**src/rtl/dpram_drain.sv**
```systemverilog
// dpram_drain: drains a latched-length DPRAM buffer as a halfword stream; DPRAM_DRAIN_CRC_EN appends a CRC-16/CCITT halfword
module dpram_drain #(
  parameter int ADDR_W = 10,
  parameter int MAX_LEN = 2048
) (
  input  logic              clk,
  input  logic              rst,
  input  logic              dpram_run,
  input  logic [15:0]       dpram_len,
  output logic [ADDR_W-1:0] dpram_rd_addr,
  input  logic [31:0]       dpram_rd_data,
  output logic              dpram_busy,
  output logic              dpram_done,
  output logic              len_err,
  output logic [15:0]       out_data,
  output logic              out_valid,
  input  logic              out_ready,
  output logic              out_last
);
`ifdef DPRAM_DRAIN_CRC_EN
  localparam bit CRC_EN = 1'b1;
  typedef enum logic [2:0] {IDLE, FETCH, WAIT, SEND_LO, SEND_HI, FINISH, SEND_CRC} state_t;
  localparam state_t TAIL = SEND_CRC;
`else
  localparam bit CRC_EN = 1'b0;
  typedef enum logic [2:0] {IDLE, FETCH, WAIT, SEND_LO, SEND_HI, FINISH} state_t;
  localparam state_t TAIL = FINISH;
`endif
  localparam logic [15:0] MAX_L = 16'(MAX_LEN);
  state_t state, state_n;
  logic [15:0] len, cnt, cnt_inc, hold_hi, tail_data;
  logic [ADDR_W-1:0] widx;
  logic err, drain, acc, start, bad, fin, sending;
  assign acc = out_valid && out_ready;
  assign start = state == IDLE && dpram_run && !dpram_busy;
  assign bad = dpram_len == 16'd0 || dpram_len > MAX_L;
  assign cnt_inc = cnt + 16'd1;
  assign fin = cnt_inc == len;
  assign sending = state == SEND_LO || state == SEND_HI;
  assign dpram_rd_addr = widx;
`ifdef DPRAM_DRAIN_CRC_EN
  logic [15:0] crc, crc_n;
  function automatic logic [15:0] crc_upd(input logic [15:0] c, input logic [15:0] d);
    logic [15:0] r;
    r = c;
    for (int i = 15; i >= 0; i--) r = (r[15] ^ d[i]) ? {r[14:0], 1'b0} ^ 16'h1021 : {r[14:0], 1'b0};
    return r;
  endfunction
  assign crc_n = crc_upd(crc, out_data);
  assign tail_data = crc_n;
  // running CRC over every accepted data halfword
  always_ff @(posedge clk) begin
    if (rst || start) crc <= 16'hFFFF;
    else if (sending && acc) crc <= crc_n;
  end
`else
  assign tail_data = out_data;
`endif
  // next-state decode
  always_comb begin
    state_n = state;
    case (state)
      IDLE:     state_n = start ? (bad ? FINISH : FETCH) : IDLE;
      FETCH:    state_n = WAIT;
      WAIT:     state_n = SEND_LO;
      SEND_LO:  state_n = acc ? (fin ? TAIL : SEND_HI) : SEND_LO;
      SEND_HI:  state_n = acc ? (fin ? TAIL : FETCH) : SEND_HI;
`ifdef DPRAM_DRAIN_CRC_EN
      SEND_CRC: state_n = acc ? FINISH : SEND_CRC;
`endif
      FINISH:   state_n = (err || drain) ? IDLE : FINISH;
      default:  state_n = IDLE;
    endcase
  end
  // state register and datapath; normal transfers spend one settle cycle in FINISH before done
  always_ff @(posedge clk) begin
    if (rst) begin
      state      <= IDLE;
      len        <= 16'd0;
      cnt        <= 16'd0;
      widx       <= '0;
      hold_hi    <= 16'd0;
      err        <= 1'b0;
      drain      <= 1'b0;
      dpram_busy <= 1'b0;
      dpram_done <= 1'b0;
      len_err    <= 1'b0;
      out_data   <= 16'd0;
      out_valid  <= 1'b0;
      out_last   <= 1'b0;
    end else begin
      state      <= state_n;
      dpram_done <= 1'b0;
      len_err    <= 1'b0;
      if (dpram_done) dpram_busy <= 1'b0;
      if (start) begin
        len        <= dpram_len;
        cnt        <= 16'd0;
        widx       <= '0;
        err        <= bad;
        drain      <= 1'b0;
        dpram_busy <= 1'b1;
      end
      if (state == WAIT) begin
        hold_hi   <= dpram_rd_data[31:16];
        out_data  <= dpram_rd_data[15:0];
        out_valid <= 1'b1;
        out_last  <= !CRC_EN && cnt == len - 16'd1;
      end
      if (sending && acc) begin
        cnt <= cnt_inc;
        if (fin) begin
          out_data  <= tail_data;
          out_valid <= CRC_EN;
          out_last  <= CRC_EN;
        end else if (state == SEND_LO) begin
          out_data <= hold_hi;
          out_last <= !CRC_EN && cnt_inc == len - 16'd1;
        end else begin
          out_valid <= 1'b0;
          widx      <= widx + ADDR_W'(1);
        end
      end
`ifdef DPRAM_DRAIN_CRC_EN
      if (state == SEND_CRC && acc) begin
        out_valid <= 1'b0;
        out_last  <= 1'b0;
      end
`endif
      if (state == FINISH) begin
        if (err || drain) begin
          dpram_done <= 1'b1;
          len_err    <= err;
        end else drain <= 1'b1;
      end
    end
  end
endmodule
```
**config.mk**
```make
export PLATFORM = sky130hd
export DESIGN_NAME = dpram_drain
export DESIGN_NICKNAME = d
export VERILOG_FILES = /design/src/rtl/dpram_drain.sv
export SDC_FILE = /design/constraint.sdc
export NUM_CORES = 1
export LEC_CHECK = 0
export ABC_AREA = 1
export BUFFER_PORTS_ARGS = -buffer_cell sky130_fd_sc_hd__buf_2
export CAP_MARGIN = 20
export CORE_MARGIN = 4
export CORE_UTILIZATION = 40
export DETAILED_ROUTE_END_ITERATION = 8
export GPL_ROUTABILITY_DRIVEN = 0
export GPL_TIMING_DRIVEN = 0
export RECOVER_POWER = 50
export SYNTH_ARGS = -nofsm -noshare
export SYNTH_HDL_FRONTEND = slang
export SYNTH_SLANG_ARGS = --single-unit
export TNS_END_PERCENT = 50
```
**constraint.sdc**
```tcl
create_clock -name clk -period 5.3 [get_ports clk]
set_input_delay 1.06 -clock clk [delete_from_list [all_inputs] [get_ports clk]]
set_output_delay 1.06 -clock clk [all_outputs]
set_load 0.02 [all_outputs]
```
==> results.md <==
* Outcome: finished clean
* Total setup buffers inserted after CTS at 0
* P_sw at around 1.2 mW
* Worst hold path type: reg2reg
* M1 GR Usage at roughly 33%
* Setup ws final at about 2.3 ns
* Fin. max-slew vios at 0
* Initial core utilization at 41.33%
* Clock skew after layout at 0.006962 ns
* Total CTS buffers at 9
* Final period demand of the worst path at slightly below 3 ns
* Mean Syn Cell Area at between 6 and 7 sq um
* Most frequent CP cell: nand2_1
* DRC errors left at 0
* Most frequent cells in the layout: nand2_1, nor2_1, nand3_1
* Worst Tran Pin Value at roughly 0.86 ns
* Crit share post-route at between 50% and 60%
* Post-synth top area cell: dfxtp_1
* Die ar. at 15,850 sq um
* Largest net degree at the start of global routing at 15
* Port bufs at between 80 and 90
* DR pass1 iterations at 5
* Sequential share of the synthesized area at 30.24%
* Area of the core at 13,450 sq um
* H-tree lvl count at 3
* Pleak at 2.870 nW
* CP max FO at 10
* Crit path launch: cnt[0]
* Critical path depth at 15
* Busiest grt layer: met2
* Synth Warn # at 0
* Top post-synthesis cells by area: dfxtp_1, nand2_1, nor2_1
* PD cells at ~430 nW/um^2
* Gate power share at 42.6%
* Clock-pin slew of the registers on the worst-case setup and hold paths at about 0.070 ns
* Syn Nets at between 900 and 1,000
* Die H at between 100 and 150 um
* First-pass GRT wire length at 28,750 um
* Final Hold Vio Count at 0
* Die X at approximately 130 um
* CTS Sinks at 84
* CP peak stage delay at approximately 0.56 ns
* Clk_lat worst skew at around 0.35 ns
* Iter 0 DRT Violations at ~600
* Setup slack, reg-to-reg at about 2.3 ns
* Post-route setup TNS at 0 ns
* Worst-case reg-to-reg path depth at 15
* Final ANT Viol Nets at 0
* Area of the multi-input gates at between 3000 and 4000 sq um
* Most common cell after layout, fill and taps aside: nand2_1
* Max_slew headroom at a little over two fifths
* Sequential cell area at roughly 1700 sq um
* Slowest CP cell: dfxtp_1
* Routed WL per cell at around 15 um
* Site Rows at 42
* CTS hold repair buffers at 0
* P&R area growth vs syn at 16.92%
* Largest delay contributor family on the critical path: simple AND/OR/NAND/NOR gates
* Total track usage at 22.71%
* PostCTS Resize Cnt at 0
* Final setup vio count at 0
* Synth top area share at 30.24%
* Critical path type: reg2reg
* Sw frac at about 43%
* Syn Std Cell Area at between 5000 and 6000 sq um
* Yosys reg bits at 84
* Distinct cells, synth at 37
* Root buffer cell: clkbuf_16
* Internal power at between 1.5 and 2 mW
* Critical path arrival at 3.21 ns
* IO Pins at 83
* Pre-CTS setup slack at 2.076 ns
* Vias in the first global route at ~5,500
* CP startpoint kind: flip-flop
* Final Net Count at 1,062
* Final wirelength at between 15,000 and 20,000 um
* Filler Cell Count at 1,504
* Reg-to-reg critical path startpoint: cnt[0]
* CP Cell Sequence: ha_1 -> buf_2 -> nand2_1 -> nor2_2 -> nand3_1 -> nand2_1 -> nand2_1 -> nand2_1 -> nand2_2 -> nor2_2 -> nand3_1 -> nor2_2 -> nand3_1 -> nand2_1 -> nor2_1
* Routed vias at approximately 6,000
* Grt ovf at 0
* Met3 Track Usage GR at under 10%
* HPWL after detailed placement at between 10,000 and 15,000 um
* Syn Inst Count at roughly 910
* CTS tree: built
* Maximum capacitance violations at 0
* Clk pwr share at 27.4%
* Required time worst endpoint at ~5.6 ns
* Initial antenna violation count at 2
* Worst setup path end: out_data[0]
* Fmax at between 0.3 and 0.4 GHz
* Max clock buf depth at 2
* Reg power frac at ~30%
* Reg-to-Reg End: out_data[0]
* Fraction of layout cells with a size suffix above 1 at a little under an eighth
* RSZ-0062 raised after global routing: no
* Met2 usage at 35.18%
* Buf+Inv Stages, Crit Path at 1
* CP Capture Type: flip-flop
* Peak supply drop at 0.0002505 V
* Via/cell ratio at ~5.1
==> sequential cells by signal (all words and copies together), names as in the netlist, 3 cells and up <==
name / count
cnt: 16
dpram_rd_addr: 10
hold_hi: 16
len: 16
out_data: 16
state: 3
==> worst min path at each step <==
stage	depth (start not counted)	startpoint	to	slack [ns]
6_report	2	hold_hi[8]	hold_hi[8]	0.46
5_1_grt	2	drain	drain	0.49
4_1_cts	2	hold_hi[8]	hold_hi[8]	0.47
3_5_place_dp	2	hold_hi[8]	hold_hi[8]	0.46
3_3_place_gp	2	hold_hi[7]	hold_hi[7]	0.45
2_1_floorplan	2	hold_hi[0]	hold_hi[0]	0.43
==> power groups by stage <==
stage | Sequential [mW] | Clock, mW | Combinational [mW]
floorplan | 0.844 | 0 | 0.837
global placement | 0.841 | 0 | 1.17
detailed placement | 0.840 | 0 | 1.17
CTS | 0.827 | 0.769 | 1.17
global route | 0.843 | 0.786 | 1.34
finish | 0.830 | 0.758 | 1.18
==> worst min-delay path: cells and delay by family, from the launching register on <==
| family | cells | cell delay, ns |
|---|---|---|
| DFF | 1 | 0.30 |
| buffers and inverters | 1 | 0.06 |
| AOI/OAI and AO/OA | 1 | 0.06 |
==> Yosys cell counts <==
cell type and number:
clkinv_1 2, a22oi_1 11, nand2_1 281, a21boi_1 8
xnor3_1 1, xnor2_1 7, xor2_1 12, nor4_1 4
nor2_8 1, o21ai_0 43, inv_1 80, nor2_2 11
o21ai_1 2, clkbuf_1 20, a21oi_1 64, buf_6 3
o21ai_4 1, ha_1 3, a211oi_1 1, nor2_1 127
nand3_1 89, o211ai_1 1, inv_2 4, nand2_2 11
nor4b_1 1, nand2_4 1, buf_4 2, nor3_1 7
buf_2 5, dfxtp_1 84, o21bai_2 1, xor3_1 1
and3_1 1, nand3_2 8, nand4_1 10, nor2_4 5
and2_1 1
==> routing by layer <==
layer	up-vias	part of all wire [%]
li1	3138	-
met3	25	5.7
met1	2684	48
met2	195	45
met4	2	2.1
met5	-	0.061
==> cells by family after synthesis <==
kind of cell,after synthesis,synth area share (%)
AO/OA/AOI/OAI,132,13.14
flip-flops,84,30.24
AND/OR/NAND/NOR,558,43.63
XOR/XNOR,21,3.825
buffers and inverters,116,8.483
adder cells (fa/ha/maj),3,0.6751
==> per-stage QoR <==
stage	util [%]	power [mW]	hold WS, ns	std cells	instance area [sq um]
2_1_floorplan	-	1.681	0.4297	914	5560
3_3_place_gp	46.02	2.007	0.4486	1172	6191
3_5_place_dp	46.02	2.008	0.4589	1172	6191
4_1_cts	48.60	2.770	0.4685	1187	6539
5_1_grt	48.33	2.970	0.4896	1188	6501
6_report	48.33	2.765	0.4642	1188	6501
==> cell type report <==
class                   count  share of cell area, %
multi-input cells         714                  52.41
diodes                      1                0.03849
plain buffers              30                  2.290
inverters                  86                  4.965
well taps                 176                  3.387
repair buffers             82                  5.697
clock inverters             5                  1.674
clock buffers              10                  3.676
flip-flops and latches     84                  25.87
(Power assumes the default switching activity.)
